--- src/rtl/stage_ctrl.sv ---
// stage_ctrl -- game flow controller for a three-stage find-the-keys game.
//
// Ports
//   clk        : system clock; all state changes on its rising edge
//   rst        : synchronous, active-high reset (highest priority)
//   click      : one-cycle pulse, player selection at (click_x, click_y)
//   click_x    : selection x, half resolution (0..319)
//   click_y    : selection y, half resolution (0..239)
//   staff_btn  : one-cycle pulse, opens credits from TITLE
//   state      : TITLE=0 STAFF=1 STAGE1=2 SUCCESS1=3 STAGE2=4 SUCCESS2=5
//                STAGE3=6 SUCCESS3=7 FAIL=8
//   key_find   : keys found in the current stage (0..2)
//   isDark     : room light off (STAGE2 only)
//   time_left  : seconds remaining in the current stage
//
// Build option
//   STAGE_TIMER_EN : when defined, each stage counts down from STAGE_SECONDS
//                    and expiry moves to FAIL. When undefined there is no
//                    tick counter, time_left is constant 0 and FAIL is
//                    unreachable.
module stage_ctrl #(
  parameter int unsigned TICKS_PER_SEC = 25000000,
  parameter int unsigned STAGE_SECONDS = 60
) (
  input  logic       clk,
  input  logic       rst,
  input  logic       click,
  input  logic [8:0] click_x,
  input  logic [8:0] click_y,
  input  logic       staff_btn,
  output logic [3:0] state,
  output logic [1:0] key_find,
  output logic       isDark,
  output logic [7:0] time_left
);

  if (TICKS_PER_SEC < 1 || STAGE_SECONDS < 1 || STAGE_SECONDS > 255) begin : g_bad_params
    $error("stage_ctrl: TICKS_PER_SEC must be >= 1 and STAGE_SECONDS in 1..255");
  end

  typedef enum logic [3:0] {
    S_TITLE    = 4'd0,
    S_STAFF    = 4'd1,
    S_STAGE1   = 4'd2,
    S_SUCCESS1 = 4'd3,
    S_STAGE2   = 4'd4,
    S_SUCCESS2 = 4'd5,
    S_STAGE3   = 4'd6,
    S_SUCCESS3 = 4'd7,
    S_FAIL     = 4'd8
  } state_e;

  // Hit boxes are 20x20, inclusive low corner, exclusive high corner.
  localparam int unsigned BOX     = 20;
  localparam int unsigned KEY0_X  = 65;
  localparam int unsigned KEY0_Y  = 35;
  localparam int unsigned KEY1_X  = 230;
  localparam int unsigned KEY1_Y  = 35;
  localparam int unsigned KEY2_X  = 230;
  localparam int unsigned KEY2_Y  = 205;
  localparam int unsigned LIGHT_X = 180;
  localparam int unsigned LIGHT_Y = 135;

  function automatic logic in_box(input logic [8:0] x, input logic [8:0] y,
                                  input int unsigned x0, input int unsigned y0);
    return (x >= 9'(x0)) && (x < 9'(x0 + BOX)) &&
           (y >= 9'(y0)) && (y < 9'(y0 + BOX));
  endfunction

  state_e     state_q, state_d;
  logic [1:0] key_find_q, key_find_d;
  logic       is_dark_q, is_dark_d;
  logic       in_stage;
  logic       enter_stage;
  logic       key_hit;
  logic       light_hit;

  assign in_stage  = (state_q == S_STAGE1) || (state_q == S_STAGE2) || (state_q == S_STAGE3);
  assign light_hit = in_box(click_x, click_y, LIGHT_X, LIGHT_Y);

  // Only the key matching the current progress counts.
  always_comb begin
    key_hit = 1'b0;
    case (key_find_q)
      2'd0:    key_hit = in_box(click_x, click_y, KEY0_X, KEY0_Y);
      2'd1:    key_hit = in_box(click_x, click_y, KEY1_X, KEY1_Y);
      2'd2:    key_hit = in_box(click_x, click_y, KEY2_X, KEY2_Y);
      default: key_hit = 1'b0;
    endcase
  end

`ifdef STAGE_TIMER_EN
  localparam int unsigned   TICK_W    = (TICKS_PER_SEC > 1) ? $clog2(TICKS_PER_SEC) : 1;
  localparam logic [TICK_W-1:0] TICK_LAST = TICK_W'(TICKS_PER_SEC - 1);

  logic [TICK_W-1:0] tick_q, tick_d;
  logic [7:0]        time_left_q, time_left_d;
`endif

  always_comb begin
    state_d     = state_q;
    key_find_d  = key_find_q;
    is_dark_d   = is_dark_q;
    enter_stage = 1'b0;

    case (state_q)
      S_TITLE: begin
        if (click) begin
          state_d     = S_STAGE1;
          enter_stage = 1'b1;
        end else if (staff_btn) begin
          state_d = S_STAFF;
        end
      end
      S_STAFF: if (click) state_d = S_TITLE;
      S_STAGE1, S_STAGE2, S_STAGE3: begin
        if (click) begin
          if (state_q == S_STAGE2 && light_hit) begin
            is_dark_d = ~is_dark_q;
          end else if (key_hit && !(state_q == S_STAGE2 && is_dark_q)) begin
            if (key_find_q == 2'd2) begin
              case (state_q)
                S_STAGE1: state_d = S_SUCCESS1;
                S_STAGE2: state_d = S_SUCCESS2;
                default:  state_d = S_SUCCESS3;
              endcase
            end else begin
              key_find_d = key_find_q + 2'd1;
            end
          end
        end
      end
      S_SUCCESS1: begin
        if (click) begin
          state_d     = S_STAGE2;
          enter_stage = 1'b1;
        end
      end
      S_SUCCESS2: begin
        if (click) begin
          state_d     = S_STAGE3;
          enter_stage = 1'b1;
        end
      end
      S_SUCCESS3, S_FAIL: if (click) state_d = S_TITLE;
      default: state_d = S_TITLE;
    endcase

`ifdef STAGE_TIMER_EN
    tick_d      = tick_q;
    time_left_d = time_left_q;
    if (in_stage) begin
      if (tick_q == TICK_LAST) begin
        tick_d      = '0;
        time_left_d = time_left_q - 8'd1;
        // Expiry overrides whatever the click decided this cycle.
        if (time_left_q == 8'd1) state_d = S_FAIL;
      end else begin
        tick_d = tick_q + TICK_W'(1);
      end
    end else begin
      tick_d = '0;
    end
    if (enter_stage) begin
      tick_d      = '0;
      time_left_d = 8'(STAGE_SECONDS);
    end
`endif

    if (enter_stage) begin
      key_find_d = '0;
      is_dark_d  = (state_d == S_STAGE2);
    end
    // Anything that leaves (or is outside) a stage clears the stage flags.
    if (!(state_d == S_STAGE1 || state_d == S_STAGE2 || state_d == S_STAGE3)) begin
      key_find_d = '0;
      is_dark_d  = 1'b0;
    end
  end

  always_ff @(posedge clk) begin
    if (rst) begin
      state_q     <= S_TITLE;
      key_find_q  <= '0;
      is_dark_q   <= 1'b0;
`ifdef STAGE_TIMER_EN
      tick_q      <= '0;
      time_left_q <= '0;
`endif
    end else begin
      state_q     <= state_d;
      key_find_q  <= key_find_d;
      is_dark_q   <= is_dark_d;
`ifdef STAGE_TIMER_EN
      tick_q      <= tick_d;
      time_left_q <= time_left_d;
`endif
    end
  end

  assign state    = state_q;
  assign key_find = key_find_q;
  assign isDark   = is_dark_q;
`ifdef STAGE_TIMER_EN
  assign time_left = time_left_q;
`else
  assign time_left = '0;
`endif

endmodule
--- config.mk ---
export PLATFORM = sky130hd
export DESIGN_NAME = stage_ctrl
export DESIGN_NICKNAME = d
export VERILOG_FILES = /design/src/rtl/stage_ctrl.sv
export SDC_FILE = /design/constraint.sdc
export NUM_CORES = 1
export LEC_CHECK = 0
export ABC_AREA = 0
export CELL_PAD_IN_SITES_DETAIL_PLACEMENT = 1
export CELL_PAD_IN_SITES_GLOBAL_PLACEMENT = 2
export CORE_MARGIN = 3
export CORE_UTILIZATION = 22
export DETAILED_ROUTE_END_ITERATION = 12
export PLACE_DENSITY_LB_ADDON = 0.08
export SETUP_SLACK_MARGIN = 0.5
export SYNTH_ARGS = -nofsm -noshare
export SYNTH_HDL_FRONTEND = slang
export SYNTH_SLANG_ARGS = --single-unit
--- constraint.sdc ---
create_clock -name clk -period 2.52 [get_ports clk]
set_input_delay 0.378 -clock clk [delete_from_list [all_inputs] [get_ports clk]]
set_output_delay 0.378 -clock clk [all_outputs]
set_load 0.02 [all_outputs]
Word-level counts from Yosys, hierarchy flattened
Index checks and enable logic that the tools add are counted.
- word-level logic and storage cells: 80
- register bits after elaboration: 7
- output and inout bits: 15
- bits of input ports: 22
- eq/ne operators: 13
- muxes and demuxes: 18
- magnitude comparators: 12
- bitwise operators: 4
- reduce and logical (&&, ||, !) cells: 29
- $add $sub $neg: 1
- operators by type and width (kind ; number):
    $ge A9 B8 Y1 const B ; 4
    $lt A9 B8 Y1 const B ; 4
    $mux W4 ; 9
    $eq A4 B3 Y1 const B ; 6
    $pmux W4 S5 ; 1
    $logic_and A1 B1 Y1 ; 14
    $eq A4 B2 Y1 const B ; 3
    $reduce_or A3 Y1 ; 4
    $ge A9 B6 Y1 const B ; 1
    $ge A9 B7 Y1 const B ; 1
    $lt A9 B6 Y1 const B ; 1
    $lt A9 B7 Y1 const B ; 1
    $mux W1 ; 6
    $pmux W3 S2 ; 1
    $reduce_bool A2 Y1 ; 3
    $reduce_and A5 Y1 ; 1
    $eq A4 B1 Y1 const B ; 1
    $eq A4 B4 Y1 const B ; 1
    $logic_not A4 Y1 ; 1
    $not A1 Y1 ; 4
    $pmux W1 S3 ; 1
    $reduce_and A3 Y1 ; 1
    $add A2 B1 Y2 const B ; 1
    $eq A2 B1 Y1 const B ; 1
    5 further kinds ; 6

Logic depth before layout (Yosys ltp)
- word-level depth: 15
- mapped depth: 8
- depth with buffers taken out: 8

Worst setup path after synthesis
Ideal clock, no wire load.
- kind: register to register
- from: reg key_find_q[1] (netlist: key_find[1])
- to: reg key_find_q[1] (netlist: key_find[1])
- data arrival time: 2.119 ns
- clock period less this slack: 2.240 ns
- cell stages (with the launch flop): 9
- path slack: 0.280 ns
- required time: 2.399 ns
- path buffers: 0
- setup time: 0.121 ns
- cell sequence: dfxtp_1 inv_1 ha_1 or4b_1 a211oi_2 a22oi_2 nor4b_4 mux2i_1 nor4_1
- cells in the longest elaborated chain, start to end: 12
- elaborated cells between the ends (all ways): 20
- classes of those cells: add/sub (1); eq/ne (5); mux (6); bitwise (2); reduce/logical (6)
- ends and longest elaborated chain (what ; line ; text):
    start, declared ; 71 ; logic [1:0] key_find_q, key_find_d;
    start signal, assigned ; 192 ; key_find_q <= key_find_d;
    $eq A2 B2 Y1, or another cell as far along ; 84, 121 ;
    $pmux W1 S3 ; 84 ; case (key_find_q)
    $logic_and A1 B1 Y1 ; 120 ; end else if (key_hit && !(state_q == S_STAGE2 && is_dark_q)) begin
    $mux W4 ; 120 ;
    $mux W4 ; 118 ; if (state_q == S_STAGE2 && light_hit) begin
    $mux W4 ; 117 ; if (click) begin
    $pmux W4 S5 ; 106 ; case (state_q)
    $eq A4 B2 Y1 / $eq A4 B3 Y1 (equally long branches) ; 175 ; if (!(state_d == S_STAGE1 || state_d == S_STAGE2 || state_d == S_STAGE3)) begin
    $logic_or A1 B1 Y1 (2 in series) ; 175 ;
    $not A1 Y1 (no line) ; n/a ;
    $reduce_or A3 Y1 (no line) ; n/a ;
Several ways; a longest one is shown, not always the timed one.
A chain may end at the register's enable or synchronous reset.

Final worst setup path
Same ends and word-level chain as after synthesis.

==> metrics.yaml <==
synth:
  yosysWarningCount: 0
  post-synth-top-area-cell: "sky130_fd_sc_hd__dfxtp_1"
  synth_async_sr_flop_share: 0
  post-synth-top-count-cell: "sky130_fd_sc_hd__nor2_1"
  synth-edff-count: 0
  synth_top_area_frac: 0.172
  synth.yosys.seq_area_share: 0.172
  main_area_contributors_after_synthesis: "sky130_fd_sc_hd__dfxtp_1 (17%), sky130_fd_sc_hd__buf_4 (7.4%), sky130_fd_sc_hd__ha_1 (6.2%)"
  synthesized_flop_and_latch_total: 7
  yosys.cell_types.count: 49
  synth_area_um2: 813
  syn_avg_cell_area_um2: 8.13
  most_frequent_cells_after_synthesis: "sky130_fd_sc_hd__nor2_1 (9), sky130_fd_sc_hd__buf_4 (8), sky130_fd_sc_hd__dfxtp_1 (7)"
  primary_flip_flop_cell_chosen_by_synthesis_mapping: "sky130_fd_sc_hd__dfxtp_1"
  synthCells: 100
global_routing:
  grt_first_pass_wirelength_um: 4280
  groute.usage.overall: 0.124
  pin_count_of_the_biggest_net_entering_global_routing: 13
  globalRoute.totalOverflow: 0
  grt_antenna_before_repair: 0
  grt_pass1_vias: 931
route:
  detailedRoute.firstIterationViolations: 20
  drc: 0
  per_cell_via_count_in_the_routed_design: 4.92
  routed_via_count: 910
  wl_per_cell_um: 14.3
  drt_pass1_iterations: 3
  drt_wl_total_um: 2640
  route.antenna.remaining_nets: 0
worst_setup_path:
  worst_path_largest_cell_delay_ns: 0.47
  timing.critical_path.max_delay_family: "simple AND/OR/NAND/NOR gates"
  cp_num_buf_inv: 2
  timing_worst_setup_path_type: "register to register"
  critical_path_peak_fanout: 4
  start_kind: "register"
  critical_path.cell_chain: "inv_4 -> ha_4 -> or4b_4 -> a211oi_2 -> a22oi_2 -> nor4b_4 -> buf_4 -> mux2i_2 -> nor4_2"
  critical_path_arrival_ns: 2.31
  end_kind: "register"
  cp.required_ns: 2.63
  rrSetupSlack_ns: 0.32
  cpMaxStageDelayCell: "sky130_fd_sc_hd__or4b_4"
die:
  vert_die_dim_um: 66.8
  chipWidth_um: 66.8
  floorplan.initialDensity: 0.236
  core_area_mm2: 0.00344
  design.die.area_mm2: 0.00446
  placement_rows: 21
  pin_count: 37
placed_design:
  post_placement_cell_area_mm2: 0.00113
  final_weighted_congestion_in_routability_driven_placement: 0.700
  dp_slack_ns: 0.0678
  half_perimeter_wire_length_of_the_detailed_placement_result_um: 2040
  buffers_added_on_ports: 28
  place_inst: 174
status:
  status: "finished clean"
timing:
  setup-tns-final_ns: 0
  period_share: 0.873
  setup_slack_ns: 0.321
  setup_violations: 0
  maxClockFrequency_ghz: 0.455
  report.final.slew_viol_count: 0
  grt_setup_unrepaired: "yes"
  finalWorstPathRequiredPeriod_ns: 2.20
  holdWs_ns: 0.583
  timing.final.hold_violations: 0
  timing.clock.skew_ns: 0.00484
layout:
  stdcell_area_mm2: 0.00135
  synth_to_final_area_change_pct: 65.8
  final.fill_count: 415
  nNetsFinal: 166
  final_layout_size_suffix_gt1_frac: 0.302
  regArea_um2: 149
  final_core_utilization: 0.392
  finish.cell_count_without_fillers: 185
  multi_input_comb_area_um2: 712
  n_diodes: 0
power_and_ir_drop:
  irDropWorstVdd_uv: 275
  power.switching_fraction: 0.315
  leakagePower_nw: 0.505
  sequentialPowerShare: 0.278
  clock_power_share: 0.396
  p_total_mw: 0.415
  power.share.combinational: 0.326
  internal_power_mw: 0.284
  power_density_mw_per_mm2: 308
  power_switching_mw: 0.131
cts:
  clk_path_buf_depth: 2
  cts_num_sinks: 7
  clock_latency_ns: 0.24
  cts_tree: "yes"
  clk_root_buffer_cell: "sky130_fd_sc_hd__clkbuf_8"
  cts.clk_slew.worst_paths_ns: 0.04
  count_of_h_tree_levels_built_during_cts: 1
  cts_buffers: 3
run:
  cap_viol_max_count: 0
hold_path:
  hold_path_class: "register to register"
worst reg2reg max path, delay by kind of cell (launching register included):
kind | cells | cell delay (ns)
DFF | 1 | 0.37
adders and majority gates | 1 | 0.15
and+or+nand+nor | 3 | 0.82
AOI/OAI and AO/OA | 2 | 0.33
muxes | 1 | 0.20
buffers and inverters | 2 | 0.20
power by group through the flow:
stage,combinational [mW],clock (mW),sequential (mW)
final,0.135,0.164,0.115
after global routing,0.148,0.176,0.116
after CTS,0.130,0.169,0.116
after detailed placement,0.123,0,0.118
after global placement,0.123,0,0.117
after floorplan,0.0653,0,0.120
kinds of logic (layout without fill, tap and decap cells):
group | Yosys count | count (layout) | synth area share
other | 1 | 8 | 0.00461
AO/OA/AOI/OAI | 25 | 25 | 0.245
flip-flops | 7 | 7 | 0.172
adder cells (fa/ha/maj) | 4 | 4 | 0.0615
multiplexers | 2 | 2 | 0.0262
AND/OR/NAND/NOR | 44 | 44 | 0.346
buffers and inverters | 14 | 46 | 0.112
XOR/XNOR | 3 | 3 | 0.0323
state kept, by name, indices dropped and copies added, names as in the netlist:
signal    cells
isDark        1
key_find      2
state         4
path summary, 6_finish.rpt:
path,startpoint,to,depth (start not counted)
min reg2reg,key_find[0],key_find[0],2
max reg2reg,key_find[1],key_find[1],9
min,key_find[0],key_find[0],2
max,key_find[1],key_find[1],9
cell usage in the layout, fill, tap and decap left out, types with 4 or more instances in the layout:
master / instances
sky130_fd_sc_hd__a21oi_1: 4
sky130_fd_sc_hd__buf_4: 11
sky130_fd_sc_hd__clkdlybuf4s50_1: 22
sky130_fd_sc_hd__conb_1: 8
sky130_fd_sc_hd__dfxtp_1: 4
sky130_fd_sc_hd__dlymetal6s2s_1: 4
sky130_fd_sc_hd__nand2_1: 4
sky130_fd_sc_hd__nand3_1: 4
sky130_fd_sc_hd__nor2_1: 7
sky130_fd_sc_hd__nor3_1: 4
area by class of cell:
cell class              instances  share of cell area
repair buffers                 39               0.275
well taps                      46              0.0427
multi-input cells              86               0.528
clock buffers                   3              0.0306
flip-flops and latches          7               0.110
clock inverters                 1             0.00371
inverters                       3              0.0102
routing by layer:
metal	wire [um]	track usage
met5	0	0
met4	33	0.0457
met3	101	0.0236
met2	1260	0.208
met1	1240	0.156
what timing repair did:
item / CTS / global route
hold buffers: 0 / 0
pin swaps: 3 / 10
resized for setup: 14 / 13
buffers inserted: 5 / 2
endpoints found under the setup margin: 3 / 6
Power figures use the tool's default switching activity.
